File: config.mk
export PLATFORM = sky130hd
export DESIGN_NAME = freq_div_meter_flat
export DESIGN_NICKNAME = d
export VERILOG_FILES = /design/src/rtl/freq_div_meter_pkg.sv /design/src/rtl/freq_div_meter_if.sv /design/src/rtl/freq_div_meter_sync_edge_det.sv /design/src/rtl/freq_div_meter.sv /design/src/flat_wrapper.sv
export SDC_FILE = /design/constraint.sdc
export NUM_CORES = 1
export LEC_CHECK = 0
export ABC_AREA = 0
export ABC_CLOCK_PERIOD_IN_PS = 2270
export BUFFER_PORTS_ARGS = -buffer_cell sky130_fd_sc_hd__buf_2
export CORE_ASPECT_RATIO = 1.4
export CORE_UTILIZATION = 57
export CTS_BUF_LIST = sky130_fd_sc_hd__clkbuf_16
export CTS_CLUSTER_SIZE = 25
export DETAILED_ROUTE_END_ITERATION = 12
export GPL_ROUTABILITY_DRIVEN = 1
export PLACE_DENSITY = 0.79
export SYNTH_ARGS = -nofsm -noshare
export SYNTH_HDL_FRONTEND = slang
export SYNTH_SLANG_ARGS = --single-unit
export TNS_END_PERCENT = 1
File: constraint.sdc
create_clock -name CLK_in -period 2.27 [get_ports CLK_in]
set_input_delay 0.454 -clock CLK_in [delete_from_list [all_inputs] [get_ports CLK_in]]
set_output_delay 0.454 -clock CLK_in [all_outputs]
set_load 0.005 [all_outputs]
File: src/rtl/freq_div_meter_pkg.sv
// freq_div_meter_pkg
//   Shared constants and width helpers for the integer clock divider and its
//   measurement counterpart, so both sides derive identical counter widths.
//   Contents:
//     clog2()        - ceil(log2(value)), never less than 1
//     meter_width()  - width of a counter that must hold 0..max_div
//     DEFAULT_*      - default parameter values used by the meter and its interface
package freq_div_meter_pkg;

    localparam int DEFAULT_MAX_DIV  = 256;
    localparam int DEFAULT_LOCK_CNT = 4;

    function automatic int clog2(input int value);
        int result;
        int remain;
        result = 0;
        remain = value - 1;
        for (int i = 0; i < 32; i++) begin
            if (remain > 0) begin
                result = result + 1;
                remain = remain >> 1;
            end
        end
        if (result < 1) begin
            result = 1;
        end
        return result;
    endfunction

    // A count of MAX_DIV itself must be representable, hence the +1.
    function automatic int meter_width(input int max_div);
        return clog2(max_div + 1);
    endfunction

endpackage

File: src/rtl/freq_div_meter_if.sv
// freq_div_meter_if
//   Bundles the measured clock, enable and measurement results of one
//   freq_div_meter instance.
//   Signals:
//     CLK_div    - clock under measurement (may be asynchronous to CLK_in)
//     EN         - synchronous enable; low holds the meter in its reset state
//     PERIOD     - last rise-to-rise period, in CLK_in cycles
//     HIGH_TIME  - CLK_in cycles the synchronized CLK_div was high in that period
//     VALID      - one-cycle strobe marking an update of PERIOD/HIGH_TIME
//     LOCKED     - LOCK_CNT consecutive identical periods seen
//     TIMEOUT    - no rising edge within MAX_DIV cycles
//   Modports: master drives CLK_div/EN and observes results; slave is the meter.
//
//   Handshake: VALID is a pure strobe with no ready/backpressure. It is high
//   for exactly one CLK_in cycle per report and never in two consecutive
//   cycles; PERIOD, HIGH_TIME and LOCKED are stable and belong together in the
//   VALID cycle, and PERIOD/HIGH_TIME hold until the next report or clear.
interface freq_div_meter_if
    import freq_div_meter_pkg::*;
#(
    parameter int WIDTH = meter_width(DEFAULT_MAX_DIV)
);

    logic             CLK_div;
    logic             EN;
    logic [WIDTH-1:0] PERIOD;
    logic [WIDTH-1:0] HIGH_TIME;
    logic             VALID;
    logic             LOCKED;
    logic             TIMEOUT;

    modport master (
        output CLK_div,
        output EN,
        input  PERIOD,
        input  HIGH_TIME,
        input  VALID,
        input  LOCKED,
        input  TIMEOUT
    );

    modport slave (
        input  CLK_div,
        input  EN,
        output PERIOD,
        output HIGH_TIME,
        output VALID,
        output LOCKED,
        output TIMEOUT
    );

endinterface

File: src/rtl/freq_div_meter_sync_edge_det.sv
// sync_edge_det
//   Two-flop synchronizer followed by an edge flop, for bringing an
//   asynchronous level into the CLK_in domain and detecting its rising edge.
//   Ports:
//     CLK_in   - sampling clock (rising edge)
//     RST      - asynchronous, active-low reset; all flops clear to 0
//     i_async  - asynchronous input level
//     o_lvl    - synchronized level
//     o_rise   - one-cycle pulse on a synchronized 0->1 transition
module sync_edge_det (
    input  logic CLK_in,
    input  logic RST,
    input  logic i_async,
    output logic o_lvl,
    output logic o_rise
);

    logic r_s1;
    logic r_s2;
    logic r_s3;

    always_ff @(posedge CLK_in or negedge RST) begin
        if (!RST) begin
            r_s1 <= 1'b0;
            r_s2 <= 1'b0;
            r_s3 <= 1'b0;
        end else begin
            r_s1 <= i_async;
            r_s2 <= r_s1;
            r_s3 <= r_s2;
        end
    end

    assign o_lvl  = r_s2;
    assign o_rise = r_s2 & ~r_s3;

endmodule

File: src/rtl/freq_div_meter.sv
// freq_div_meter
//   Measures the rise-to-rise period and high time of CLK_div in CLK_in
//   cycles, recovering the ratio and duty cycle produced by an integer clock
//   divider. Reports after every rising edge (except the arming one), flags
//   lock after LOCK_CNT identical periods, and flags a timeout when no edge
//   arrives within MAX_DIV cycles.
//   Parameters:
//     MAX_DIV   - largest measurable period in CLK_in cycles (>= 2)
//     LOCK_CNT  - consecutive identical periods needed for LOCKED (>= 1)
//   Ports:
//     CLK_in    - reference clock, all logic on its rising edge
//     RST       - asynchronous, active-low reset
//     bus       - freq_div_meter_if slave: CLK_div/EN in, results out
module freq_div_meter
    import freq_div_meter_pkg::*;
#(
    parameter int MAX_DIV  = DEFAULT_MAX_DIV,
    parameter int LOCK_CNT = DEFAULT_LOCK_CNT
) (
    input  logic              CLK_in,
    input  logic              RST,
    freq_div_meter_if.slave   bus
);

    localparam int WIDTH = meter_width(MAX_DIV);
    localparam int MW    = clog2(LOCK_CNT + 1);

    localparam logic [WIDTH-1:0] CNT_MAX   = WIDTH'(MAX_DIV);
    localparam logic [WIDTH-1:0] CNT_ONE   = WIDTH'(1);
    localparam logic [MW-1:0]    MATCH_MAX = MW'(LOCK_CNT);
    localparam logic [MW-1:0]    MATCH_ONE = MW'(1);

    logic w_lvl;
    logic w_rise;

    logic [WIDTH-1:0] r_cnt;
    logic [WIDTH-1:0] r_hcnt;
    logic [WIDTH-1:0] r_period;
    logic [WIDTH-1:0] r_high_time;
    logic             r_valid;
    logic             r_locked;
    logic             r_timeout;
    logic             r_armed;
    logic [MW-1:0]    r_match;

    logic [MW-1:0]    w_match_next;
    logic             w_cnt_max;

    sync_edge_det u_sync (
        .CLK_in  (CLK_in),
        .RST     (RST),
        .i_async (bus.CLK_div),
        .o_lvl   (w_lvl),
        .o_rise  (w_rise)
    );

    // Match count that a report at this edge would produce. r_period still
    // holds the previous report, so comparing it with r_cnt tests whether
    // the period just ended repeats the last one. match==0 means there is no
    // previous period to compare with, so the first report always counts.
    always_comb begin
        w_cnt_max    = (r_cnt == CNT_MAX);
        w_match_next = MATCH_ONE;
        if ((r_match == '0) || (r_cnt == r_period)) begin
            if (r_match == MATCH_MAX) begin
                w_match_next = MATCH_MAX;
            end else begin
                w_match_next = r_match + MATCH_ONE;
            end
        end
    end

    always_ff @(posedge CLK_in or negedge RST) begin
        if (!RST) begin
            r_cnt       <= '0;
            r_hcnt      <= '0;
            r_period    <= '0;
            r_high_time <= '0;
            r_valid     <= 1'b0;
            r_locked    <= 1'b0;
            r_timeout   <= 1'b0;
            r_armed     <= 1'b0;
            r_match     <= '0;
        end else if (!bus.EN) begin
            r_cnt       <= '0;
            r_hcnt      <= '0;
            r_period    <= '0;
            r_high_time <= '0;
            r_valid     <= 1'b0;
            r_locked    <= 1'b0;
            r_timeout   <= 1'b0;
            r_armed     <= 1'b0;
            r_match     <= '0;
        end else begin
            r_valid <= 1'b0;
            if (w_rise) begin
                // A rise always restarts both counters; it takes priority
                // over the timeout check, so a period of exactly MAX_DIV is
                // reported normally.
                r_cnt  <= CNT_ONE;
                r_hcnt <= CNT_ONE;
                if (r_armed) begin
                    r_period    <= r_cnt;
                    r_high_time <= r_hcnt;
                    r_valid     <= 1'b1;
                    r_match     <= w_match_next;
                    r_locked    <= (w_match_next == MATCH_MAX);
                end else begin
                    // First rise after reset/enable/timeout only opens a
                    // measurement window; there is no complete period yet.
                    r_armed   <= 1'b1;
                    r_timeout <= 1'b0;
                end
            end else begin
                if (!w_cnt_max) begin
                    r_cnt <= r_cnt + CNT_ONE;
                end
                if (w_lvl && (r_hcnt != CNT_MAX)) begin
                    r_hcnt <= r_hcnt + CNT_ONE;
                end
                if (w_cnt_max) begin
                    r_timeout <= 1'b1;
                    r_locked  <= 1'b0;
                    r_match   <= '0;
                    r_armed   <= 1'b0;
                end
            end
        end
    end

    assign bus.PERIOD    = r_period;
    assign bus.HIGH_TIME = r_high_time;
    assign bus.VALID     = r_valid;
    assign bus.LOCKED    = r_locked;
    assign bus.TIMEOUT   = r_timeout;

endmodule

File: src/flat_wrapper.sv
// flat-port wrapper written by rule: the top's interface ports become plain ports
module freq_div_meter_flat import freq_div_meter_pkg::*;
#(
    parameter int MAX_DIV  = DEFAULT_MAX_DIV,
    parameter int LOCK_CNT = DEFAULT_LOCK_CNT
)
  (CLK_in, RST, bus_CLK_div, bus_EN, bus_PERIOD, bus_HIGH_TIME, bus_VALID, bus_LOCKED, bus_TIMEOUT);
  freq_div_meter_if bus_i ();
  input  logic CLK_in;
  input  logic RST;
  input wire logic [$bits(bus_i.CLK_div)-1:0] bus_CLK_div;
  input wire logic [$bits(bus_i.EN)-1:0] bus_EN;
  output wire logic [$bits(bus_i.PERIOD)-1:0] bus_PERIOD;
  output wire logic [$bits(bus_i.HIGH_TIME)-1:0] bus_HIGH_TIME;
  output wire logic [$bits(bus_i.VALID)-1:0] bus_VALID;
  output wire logic [$bits(bus_i.LOCKED)-1:0] bus_LOCKED;
  output wire logic [$bits(bus_i.TIMEOUT)-1:0] bus_TIMEOUT;
  assign bus_i.CLK_div = bus_CLK_div;
  assign bus_i.EN = bus_EN;
  assign bus_PERIOD = bus_i.PERIOD;
  assign bus_HIGH_TIME = bus_i.HIGH_TIME;
  assign bus_VALID = bus_i.VALID;
  assign bus_LOCKED = bus_i.LOCKED;
  assign bus_TIMEOUT = bus_i.TIMEOUT;
  freq_div_meter #(.MAX_DIV(MAX_DIV), .LOCK_CNT(LOCK_CNT)) u_core (.CLK_in(CLK_in), .RST(RST), .bus(bus_i));
endmodule
==> flow_summary.yaml, run 1 <==
run_status:
  status: "complete, no violations"
sta:
  finalWorstPathRequiredPeriod_ps: 1780
  rsz0062_at_grt: "false"
  setup_total_negative_slack_ps: 0
  slew_headroom_pct: 72.1
  maxClockFrequency_ghz: 0.561
  final_number_of_max_transition_violations: 0
  tightest_slew_ps: 419
  timing.final.hold_violations: 0
  report.final.setup_viol: 0
  fin_crit_sh_pct: 78.6
  finClkSkew_ps: 3.74
routing:
  final_antenna_net_count: 0
  dr.first_iter.drc_count: 71
  avgViaCountPerCell: 6.00
  drt_first_pass_iters: 4
  route.detailed.drc: 0
  detail_route.wirelength_um: 4350
  vias: 1613
  wire_per_inst_um: 16.2
setup_path:
  worst-r2r-setup-slack_ps: 490
  worst_path_largest_cell_delay_ps: 540
  timing.critical_path.fanout_max: 12
  worstPathArrival_ps: 2000
  worst_ep_required_ps: 2490
  worstSetupEndpointType: "register"
  critical_path.startpoint: "u_core.u_sync.o_lvl$_DFF_PN0_"
  critical_path_class: "reg2reg"
  startpoint_type: "register"
  reg2regPathDepth: 5
  crit_chain: "and3b_1 > nand2_2 > inv_1 > buf_4 > a22o_1"
  setup.worst_path.end: "u_core.bus.PERIOD[3]$_DFFE_PN0P_"
  r2r_end: "u_core.bus.PERIOD[3]$_DFFE_PN0P_"
  cpMaxStageDelayCell: "dfrtp_1"
  timing.rr.start: "u_core.u_sync.o_lvl$_DFF_PN0_"
global_route:
  globalRouteOverflowTotal: 0
  grt_max_degree: 29
  initial_antenna_violation_count: 0
  first_pass_grt_wire_length_um: 7330
  via_count_of_the_first_global_routing_pass: 1545
  global_route.usage.total_pct: 25.2
synth:
  ys_ff_latch: 46
  syn_area_per_cell_sq_um: 11.0
  synth_cell_types: 42
  synthFlopType: "dfrtp_1"
  yosysWarningCount: 0
  synth_cells: 198
  yosysSeqAreaShare_pct: 52.9
  synth.cell_area_sq_um: 2180
  postSynthNetCount: 208
  postSynth.asyncResetShare_pct: 100
  synth_enable_flop_cells: 0
clock_tree:
  clkTransAtPathRegs_ps: 60
  cts-hold-fix-buffers: 0
  postCtsSetupBuffers: 0
  cts_sinks: 46
  clock_insertion_delay_worst_skew_ps: 280
  cts_tree: "yes"
  h-tree-depth: 2
  cts_root_buf: "clkbuf_16"
  post_cts_resized: 0
  cts_buffers: 5
  max-clock-path-buffers: 2
layout:
  final_area_sq_um: 2480
  n_antenna_cell: 0
  final_layout_size_suffix_gt1_share_pct: 19.4
  area.sequential_sq_um: 1150
  multiInputGateArea_sq_um: 952
  finalNetCount: 236
  area_growth_pct: 13.9
  fillers: 273
job:
  cap_viol_max_count: 0
power_and_ir_drop:
  power_leakage_nw: 1.21
  power_density_nw_per_um2: 659
  ir_drop_mv: 0.627
placement:
  place.gp.congestion: 0.824
  detailed_place.area_sq_um: 2340
  port_buffers: 24
  dp_hpwl_um: 3060
floorplan:
  floorplan.die_area_sq_um: 4070
  std_cell_rows: 26
  die_width_um: 54.2
  design.portCount: 25
  core_region_area_sq_um: 3640
  die_height_um: 75.1
  initial_utilization_pct: 59.7
hold_path:
  hold_path.class: "in2async"
[report_power, final]
part           internal [mW]  total, mW  switching [mW]
combinational         0.0360      0.103          0.0673
clock                  0.398      0.680           0.282
sequential             0.832      0.849          0.0162
total                   1.27       1.63           0.366
[registers in the layout, summed over array words and instances, names as in the netlist]
| register | flops |
|---|---|
| u_core.bus.LOCKED | 1 |
| u_core.r_cnt | 9 |
| u_core.r_hcnt | 9 |
| u_core.r_match | 3 |
| u_core.u_sync.o_lvl | 1 |
| u_core.bus.PERIOD | 9 |
| u_core.bus.TIMEOUT | 1 |
| u_core.bus.HIGH_TIME | 9 |
| u_core.u_sync.r_s3 | 1 |
| u_core.bus.VALID | 1 |
| u_core.u_sync.r_s1 | 1 |
| u_core.r_armed | 1 |
[cells in the mapped netlist (all sizes together) (6+ instances only)]
| cell type | count | area (sq um) |
|---|---|---|
| o21ai | 13 | 76.3 |
| nand2 | 15 | 58.8 |
| buf | 6 | 35.0 |
| nand3 | 9 | 45.0 |
| a21oi | 12 | 60.1 |
| xnor2 | 7 | 61.3 |
| dfrtp | 46 | 1150 |
| xor2 | 12 | 105 |
| nor2 | 11 | 43.8 |
| a22o | 15 | 133 |
| ha | 6 | 75.1 |
| inv | 9 | 33.8 |
[critical path: cells and delay by family (launching register included)]
kind | cells | cell delay (ps)
compound gates | 1 | 150
buf+inv | 2 | 590
simple gates | 2 | 440
flops | 1 | 540
[per-stage QoR]
| step | util [%] | setup slack [ps] | instances | hold slack [ps] | total power [mW] |
|---|---|---|---|---|---|
| finish | 68.0 | 486 | 269 | 104 | 1.63 |
| global route | 68.0 | 351 | 269 | 143 | 1.69 |
| CTS | 68.0 | 481 | 269 | 116 | 1.65 |
| detailed placement | 64.2 | 502 | 261 | 336 | 0.968 |
| global placement | 64.2 | 500 | 261 | 333 | 0.966 |
| floorplan | - | 644 | 198 | 158 | 0.925 |
[logic make-up (layout without fill, tap and decap cells)]
kind of cell	count (synthesis)	in the layout	synth area share (%)
adders and majority gates	6	6	3.45
xor gates and xnor gates	19	19	7.65
AOI/OAI and AO/OA	51	51	17.0
muxes	1	1	0.460
and+or+nand+nor	59	59	15.2
buffers and inverters	16	45	3.33
DFF	46	46	52.9
[cell usage in the layout, fill, tap and decap left out, types with 2 or more instances in the layout]
| cell | count |
|---|---|
| buf_2 | 24 |
| nor2_1 | 10 |
| o21ai_0 | 12 |
| nand4_1 | 2 |
| buf_4 | 4 |
| or4b_4 | 2 |
| nand3_1 | 9 |
| ha_1 | 6 |
| a21oi_1 | 12 |
| dfrtp_1 | 46 |
| xor2_1 | 12 |
| o211ai_1 | 2 |
| nor3_1 | 4 |
| nand2_1 | 14 |
| inv_1 | 10 |
| a22oi_1 | 2 |
| xnor2_1 | 7 |
| or3_1 | 4 |
| nor4b_2 | 2 |
| a22o_1 | 14 |
| nor4_1 | 2 |
| clkbuf_16 | 5 |
[area by class of cell]
| type | count | area share, % |
|---|---|---|
| Clock buffer | 5 | 5.05 |
| Clock inverter | 3 | 0.505 |
| Inverter | 9 | 1.36 |
| Multi-Input combinational cell | 136 | 38.4 |
| Sequential cell | 46 | 46.5 |
| Tap cell | 42 | 2.12 |
| Timing Repair Buffer | 28 | 6.06 |
[how the worst min path moves through the flow]
| stage | start | depth (start not counted) | slack [ps] | to |
|---|---|---|---|---|
| 2_1_floorplan | RST | 0 | 160 | u_core.bus.HIGH_TIME[0]$_DFFE_PN0P_ |
| 5_1_grt | RST | 1 | 140 | u_core.r_match[0]$_DFFE_PN0P_ |
| 4_1_cts | RST | 1 | 120 | u_core.r_armed$_DFFE_PN0P_ |
| 3_5_place_dp | u_core.u_sync.r_s1$_DFF_PN0_ | 0 | 340 | u_core.u_sync.o_lvl$_DFF_PN0_ |
| 6_report | RST | 1 | 100 | u_core.r_match[0]$_DFFE_PN0P_ |
| 3_3_place_gp | u_core.u_sync.r_s1$_DFF_PN0_ | 0 | 330 | u_core.u_sync.o_lvl$_DFF_PN0_ |
[per-layer routing]
metal | share of wire [%] | track usage (%) | vias up
met5 | 0 | 0 | -
met2 | 52 | 41.7 | 36
met4 | 1.2 | 7.98 | 0
li1 | - | - | 764
met3 | 3.5 | 4.24 | 5
met1 | 44 | 33.1 | 808
No activity file was read; power rests on OpenSTA's default activity.
==> inputs of run 2 (changes only) <==
--- a/config.mk
+++ b/config.mk
@@ -6,15 +6,15 @@
 export NUM_CORES = 1
 export LEC_CHECK = 0
 export ABC_AREA = 0
-export ABC_CLOCK_PERIOD_IN_PS = 2270
+export ABC_CLOCK_PERIOD_IN_PS = 1600
 export BUFFER_PORTS_ARGS = -buffer_cell sky130_fd_sc_hd__buf_2
 export CORE_ASPECT_RATIO = 1.4
-export CORE_UTILIZATION = 57
+export CORE_UTILIZATION = 52
 export CTS_BUF_LIST = sky130_fd_sc_hd__clkbuf_16
 export CTS_CLUSTER_SIZE = 25
 export DETAILED_ROUTE_END_ITERATION = 12
 export GPL_ROUTABILITY_DRIVEN = 1
-export PLACE_DENSITY = 0.79
+export PLACE_DENSITY = 0.76
 export SYNTH_ARGS = -nofsm -noshare
 export SYNTH_HDL_FRONTEND = slang
 export SYNTH_SLANG_ARGS = --single-unit
==> constraint.sdc (replaced) <==
create_clock -name CLK_in -period 1.6 [get_ports CLK_in]
set_input_delay 0.32 -clock CLK_in [delete_from_list [all_inputs] [get_ports CLK_in]]
set_output_delay 0.32 -clock CLK_in [all_outputs]
set_load 0.005 [all_outputs]
==> run 2 against run 1 <==
Net effect:
- the flow now finishes with violations (design-rule violations, negative hold slack, negative setup slack)
- core utilization rose by 1.4 points
- cell area is 12% higher
- worst setup slack got worse by 520 ps
- register-to-register slack worse by 520 ps
- critical endpoint is now u_core.r_hcnt[1]$_DFFE_PN0P_
- largest cell class unchanged
==> flow_summary.yaml, run 2 (synthesized netlist as in run 1, its figures left out) <==
run_status:
  status: "complete, but fails checks"
  violations: "design-rule violations, negative hold slack, negative setup slack"
sta:
  slew_headroom_pct: 70.6
  setup_total_negative_slack_ps: -43.0
  final_number_of_max_transition_violations: 0
  hold_ws_ps: -0.344
  maxClockFrequency_ghz: 0.612
  rsz0062_at_grt: "true"
  finalWorstSetupSlack_ps: -33.6
  finClkSkew_ps: 2.94
  tightest_slew_ps: 440
  report.final.setup_viol: 2
  timing.final.hold_violations: 3
  finalWorstPathRequiredPeriod_ps: 1630
  fin_crit_sh_pct: 102
routing:
  route.detailed.drc: 6
  dr.first_iter.drc_count: 88
  detail_route.wirelength_um: 4500
  avgViaCountPerCell: 5.70
  vias: 1699
  drt_first_pass_iters: 10
  final_antenna_net_count: 0
  wire_per_inst_um: 15.1
layout:
  layout.cells.most_common_list: "dfrtp_1, buf_4, buf_2"
  area_growth_pct: 27.1
  fillers: 304
  n_antenna_cell: 0
  final_common_cell: "dfrtp_1"
  final_layout_size_suffix_gt1_share_pct: 29.4
  finalNetCount: 264
  final_cell_count_no_fill: 298
setup_path:
  reg2regPathDepth: 6
  worstSetupEndpointType: "register"
  timing.rr.start: "u_core.r_hcnt[1]$_DFFE_PN0P_"
  setup.worst_path.end: "u_core.r_hcnt[1]$_DFFE_PN0P_"
  critical_path.startpoint: "u_core.r_hcnt[1]$_DFFE_PN0P_"
  worstPathArrival_ps: 1810
  r2r_end: "u_core.r_hcnt[1]$_DFFE_PN0P_"
  timing.critical_path.fanout_max: 4
  worst-r2r-setup-slack_ps: -30
  critical_path_class: "reg2reg"
  worst_ep_required_ps: 1780
  startpoint_type: "register"
clock_tree:
  max-clock-path-buffers: 2
  clock_insertion_delay_worst_skew_ps: 290
  cts_root_buf: "clkbuf_16"
  h-tree-depth: 2
  cts_buffers: 5
  cts_sinks: 46
  clkTransAtPathRegs_ps: 60
  cts_tree: "yes"
  cts-hold-fix-buffers: 0
placement:
  number_of_cells_in_the_design_after_placement: 287
  place.gp.congestion: 0.839
  pre_cts_ws_ps: -33.2
  dp_hpwl_um: 3130
  port_buffers: 24
global_route:
  global_route.usage.total_pct: 22.4
  first_pass_grt_wire_length_um: 7570
  globalRouteOverflowTotal: 0
  grt_max_degree: 47
  initial_antenna_violation_count: 0
  via_count_of_the_first_global_routing_pass: 1684
floorplan:
  die_width_um: 56.7
  std_cell_rows: 27
  floorplan.die_area_sq_um: 4450
  die_height_um: 78.5
  core_region_area_sq_um: 3990
  initial_utilization_pct: 54.6
  design.portCount: 25
power_and_ir_drop:
  power_density_nw_per_um2: 979
  power_leakage_nw: 1.38
  ir_drop_mv: 0.827
  power_mw: 2.71
job:
  cap_viol_max_count: 0
hold_path:
  hold_path.class: "in2async"
-- run 2: metrics by stage --
step	utilization, %	hold slack, ps	cell area, sq um
6_report	69.4	-0.344	2770
5_1_grt	69.4	26.1	2770
4_1_cts	68.9	12.0	2750
3_5_place_dp	63.7	318	2540
3_3_place_gp	63.7	317	2540
2_1_floorplan	-	24.4	2180
-- run 2: worst min path at each step --
stage | from | end | slack, ps
floorplan | RST | u_core.bus.HIGH_TIME[0]$_DFFE_PN0P_ | 20
global placement | RST | u_core.r_hcnt[7]$_DFFE_PN0P_ | 320
detailed placement | RST | u_core.u_sync.r_s1$_DFF_PN0_ | 320
CTS | RST | u_core.u_sync.r_s1$_DFF_PN0_ | 10
global route | RST | u_core.r_hcnt[1]$_DFFE_PN0P_ | 30
finish | RST | u_core.r_cnt[2]$_DFFE_PN0P_ | -0.3
-- run 2: metal layers --
metal | GRT usage, % | wire length, um | vias up
met5 | 0 | 0 | -
met4 | 10.8 | 89 | 0
met2 | 35.8 | 2240 | 35
met3 | 5.60 | 149 | 8
li1 | - | - | 823
met1 | 28.0 | 2020 | 833
-- run 2: final cells by class --
type                    count  area (sq um)  area share (%)
multi-input cells         136           966            34.9
repair buffers             56           373            13.5
well taps                  43          53.8            1.94
clock inverters             3          63.8            2.31
flip-flops and latches     46          1150            41.6
inverters                   9          33.8            1.22
clock buffers               5           125            4.52
-- run 2: critical path, cell delays in order, from the launching register on --
cell	delay (ps)
dfrtp_1	390
inv_2	70
ha_1	120
or4b_4	480
o21ai_4	200
mux2i_1	210
nor2_1	60
-- run 2: timing repair --
| action | 4_1_cts | 5_1_grt |
|---|---|---|
| resized for setup | 2 | 2 |
| cloned | 0 | 0 |
| endpoints found under the setup margin | 4 | 15 |
| pin swaps | 1 | 1 |
| setup buffers | 2 | 1 |
-- run 2: power by group --
group / leakage (nW) / internal, mW / total, mW / switching, mW
logic: 0.660 / 0.0877 / 0.202 / 0.114
registers: 0.631 / 1.18 / 1.19 / 0.0118
clock network: 0.0915 / 0.889 / 1.31 / 0.425
==> inputs of run 3 (changes only) <==
--- a/config.mk
+++ b/config.mk
@@ -5,7 +5,7 @@
 export SDC_FILE = /design/constraint.sdc
 export NUM_CORES = 1
 export LEC_CHECK = 0
-export ABC_AREA = 0
+export ABC_AREA = 1
 export ABC_CLOCK_PERIOD_IN_PS = 1600
 export BUFFER_PORTS_ARGS = -buffer_cell sky130_fd_sc_hd__buf_2
 export CORE_ASPECT_RATIO = 1.4
@@ -15,6 +15,7 @@
 export DETAILED_ROUTE_END_ITERATION = 12
 export GPL_ROUTABILITY_DRIVEN = 1
 export PLACE_DENSITY = 0.76
+export SKIP_LAST_GASP = 1
 export SYNTH_ARGS = -nofsm -noshare
 export SYNTH_HDL_FRONTEND = slang
 export SYNTH_SLANG_ARGS = --single-unit
==> run 3 against run 2 <==
Net effect:
- the flow finishes with violations (design-rule violations, negative hold slack)
- combinational power decreased by 18%
- sequential power is essentially flat
- routed wire length increased by 6.2%
- cell area decreased by 3.8%
- synthesized cell count up 33%
- cell count rose by 16%
- critical path depth grew 1
- core utilization is 6.1 points lower
- power is 14% lower
- die area grew 4.4%
- worst hold slack got worse by 6.7 ps
- clock power is 26% lower
- critical path type unchanged
- largest cell class unchanged
- largest power group is now registers
==> flow_summary.yaml, run 3 <==
synth:
  post_synth_xor_area_fraction_pct: 2.70
  postSynthNetCount: 273
  yosysSeqAreaShare_pct: 50.6
  syn_area_per_cell_sq_um: 8.65
  synth.cell_area_sq_um: 2270
  mux_cell_area_share_after_synthesis_pct: 0
  synth.largest_area_cell: "dfrtp_1"
  synth.most_common_cell: "nand2_1"
  postSynth.asyncResetShare_pct: 100
  synth_cells: 263
  synth_top_family_by_area: "simple AND/OR/NAND/NOR gates"
  synthFlopType: "dfrtp_1"
  synth-compound-area-share_pct: 12.0
  most_frequent_cells_after_synthesis: "nand2_1, dfrtp_1, inv_1"
  synth_adder_area_share_pct: 3.30
  synth.area.top_cells: "dfrtp_1, nand2_1, nand3_1"
  synth_cell_types: 30
  synth_simple_gate_area_share_pct: 24.0
  synth_enable_flop_cells: 0
  ys_ff_latch: 46
  yosysWarningCount: 0
  post-synth-top-area-fraction_pct: 50.6
placement:
  place.gp.congestion: 0.898
  dp_hpwl_um: 3490
  port_buffers: 24
clock_tree:
  h-tree-depth: 2
  clock_insertion_delay_worst_skew_ps: 280
  cts_buffers: 5
  cts_root_buf: "clkbuf_16"
  cts_sinks: 46
  max-clock-path-buffers: 2
  clkTransAtPathRegs_ps: 60
  cts_tree: "yes"
global_route:
  via_count_of_the_first_global_routing_pass: 1800
  grt_max_degree: 47
  first_pass_grt_wire_length_um: 7990
  global_route.usage.total_pct: 23.0
  initial_antenna_violation_count: 0
  globalRouteOverflowTotal: 0
sta:
  final_number_of_max_transition_violations: 0
  hold_ws_ps: -7.07
  tightest_slew_ps: 354
  finalWorstPathRequiredPeriod_ps: 1500
  slew_headroom_pct: 76.2
  timing.final.hold_violations: 6
  fin_crit_sh_pct: 93.7
  finClkSkew_ps: 6.15
  setup_total_negative_slack_ps: 0
  rsz0062_at_grt: "true"
  maxClockFrequency_ghz: 0.667
  report.final.setup_viol: 0
run_status:
  status: "complete, but fails checks"
  violations: "design-rule violations, negative hold slack"
layout:
  final_common_cell: "nand2_1"
  layout.cells.most_common_list: "nand2_1, dfrtp_1, inv_1, nand3_1, buf_2"
  finalNetCount: 309
  area_growth_pct: 16.9
  final_layout_size_suffix_gt1_share_pct: 20.3
  n_antenna_cell: 0
power_and_ir_drop:
  power_density_nw_per_um2: 876
  power_leakage_nw: 1.36
  power_mw: 2.33
  ir_drop_mv: 0.634
setup_path:
  startpoint_type: "register"
  worst-r2r-setup-slack_ps: 100
  r2r_end: "u_core.r_cnt[2]$_DFFE_PN0P_"
  worst_ep_required_ps: 1760
  timing.critical_path.fanout_max: 5
  worstSetupEndpointType: "register"
  worstPathArrival_ps: 1660
  timing.rr.start: "u_core.r_cnt[0]$_DFFE_PN0P_"
  reg2regPathDepth: 7
  critical_path_class: "reg2reg"
routing:
  wire_per_inst_um: 13.8
  drt_first_pass_iters: 9
  avgViaCountPerCell: 5.45
  final_antenna_net_count: 0
  route.detailed.drc: 2
  vias: 1880
  dr.first_iter.drc_count: 101
  detail_route.wirelength_um: 4780
floorplan:
  floorplan.die_area_sq_um: 4650
  std_cell_rows: 28
  design.portCount: 25
  core_region_area_sq_um: 4200
  die_width_um: 57.9
  die_height_um: 80.3
  initial_utilization_pct: 54.1
hold_path:
  hold_path.class: "in2async"
job:
  cap_viol_max_count: 0
==> run 3: area by class of cell <==
class,count,area [sq um]
timing repair buffer,34,208
clock buffer,5,125
multi-input combinational,176,971
inverter,36,138
clock inverter,3,11.3
tap,45,56.3
fill,367,1540
sequential,46,1150
==> run 3: logic make-up after synthesis <==
kind of cell             count (synthesis)
buffers and inverters                   41
AO/OA/AOI/OAI                           45
AND/OR/NAND/NOR                        118
XOR/XNOR                                 7
flip-flops                              46
adder cells (fa/ha/maj)                  6
==> run 3: timing repair <==
action                     in CTS  in global routing
setup endpoints to repair       0                 13
resized for setup               0                  5
hold buffers                    0                  0
buffers inserted                0                  0
==> run 3: how the worst max path moves through the flow <==
stage	start	end	slack [ps]	cells after the start
global placement	u_core.r_cnt[0]$_DFFE_PN0P_	u_core.r_cnt[2]$_DFFE_PN0P_	50	7
global route	u_core.r_hcnt[0]$_DFFE_PN0P_	u_core.r_hcnt[7]$_DFFE_PN0P_	5	9
CTS	u_core.r_cnt[0]$_DFFE_PN0P_	u_core.r_cnt[2]$_DFFE_PN0P_	8	7
floorplan	u_core.r_hcnt[0]$_DFFE_PN0P_	u_core.r_hcnt[6]$_DFFE_PN0P_	260	8
finish	u_core.r_cnt[0]$_DFFE_PN0P_	u_core.r_cnt[2]$_DFFE_PN0P_	100	7
detailed placement	u_core.r_cnt[0]$_DFFE_PN0P_	u_core.r_cnt[2]$_DFFE_PN0P_	20	7
==> run 3: critical path, cell delays in order, from the launching register on <==
cell,delay [ps]
dfrtp_1,410
inv_1,150
ha_1,200
nand4_1,150
nor2_4,170
inv_1,90
a21oi_1,140
nor3b_1,60
==> run 3: stage by stage <==
step                setup slack, ps  cell area [sq um]  utilization (%)  cells
floorplan                       256               2270                -    263
global placement               45.1               2510             59.7    337
detailed placement             24.5               2510             59.7    337
CTS                            8.07               2650             62.9    345
global route                   5.48               2660             63.3    345
finish                          101               2660             63.3    345
==> run 3: power by group <==
part           total [mW]  switching, mW  internal [mW]  leakage (nW)
Combinational       0.166          0.112         0.0547         0.661
Clock               0.966          0.403          0.562        0.0663
Sequential           1.20         0.0175           1.18         0.630
==> run 3: routing by layer <==
metal / track usage (%) / vias to the layer above / wire [um]
met2: 38.7 / 35 / 2480
met1: 27.2 / 890 / 2010
met3: 3.38 / 18 / 106
met4: 14.3 / 0 / 180
li1: - / 937 / -
met5: 0 / - / 0
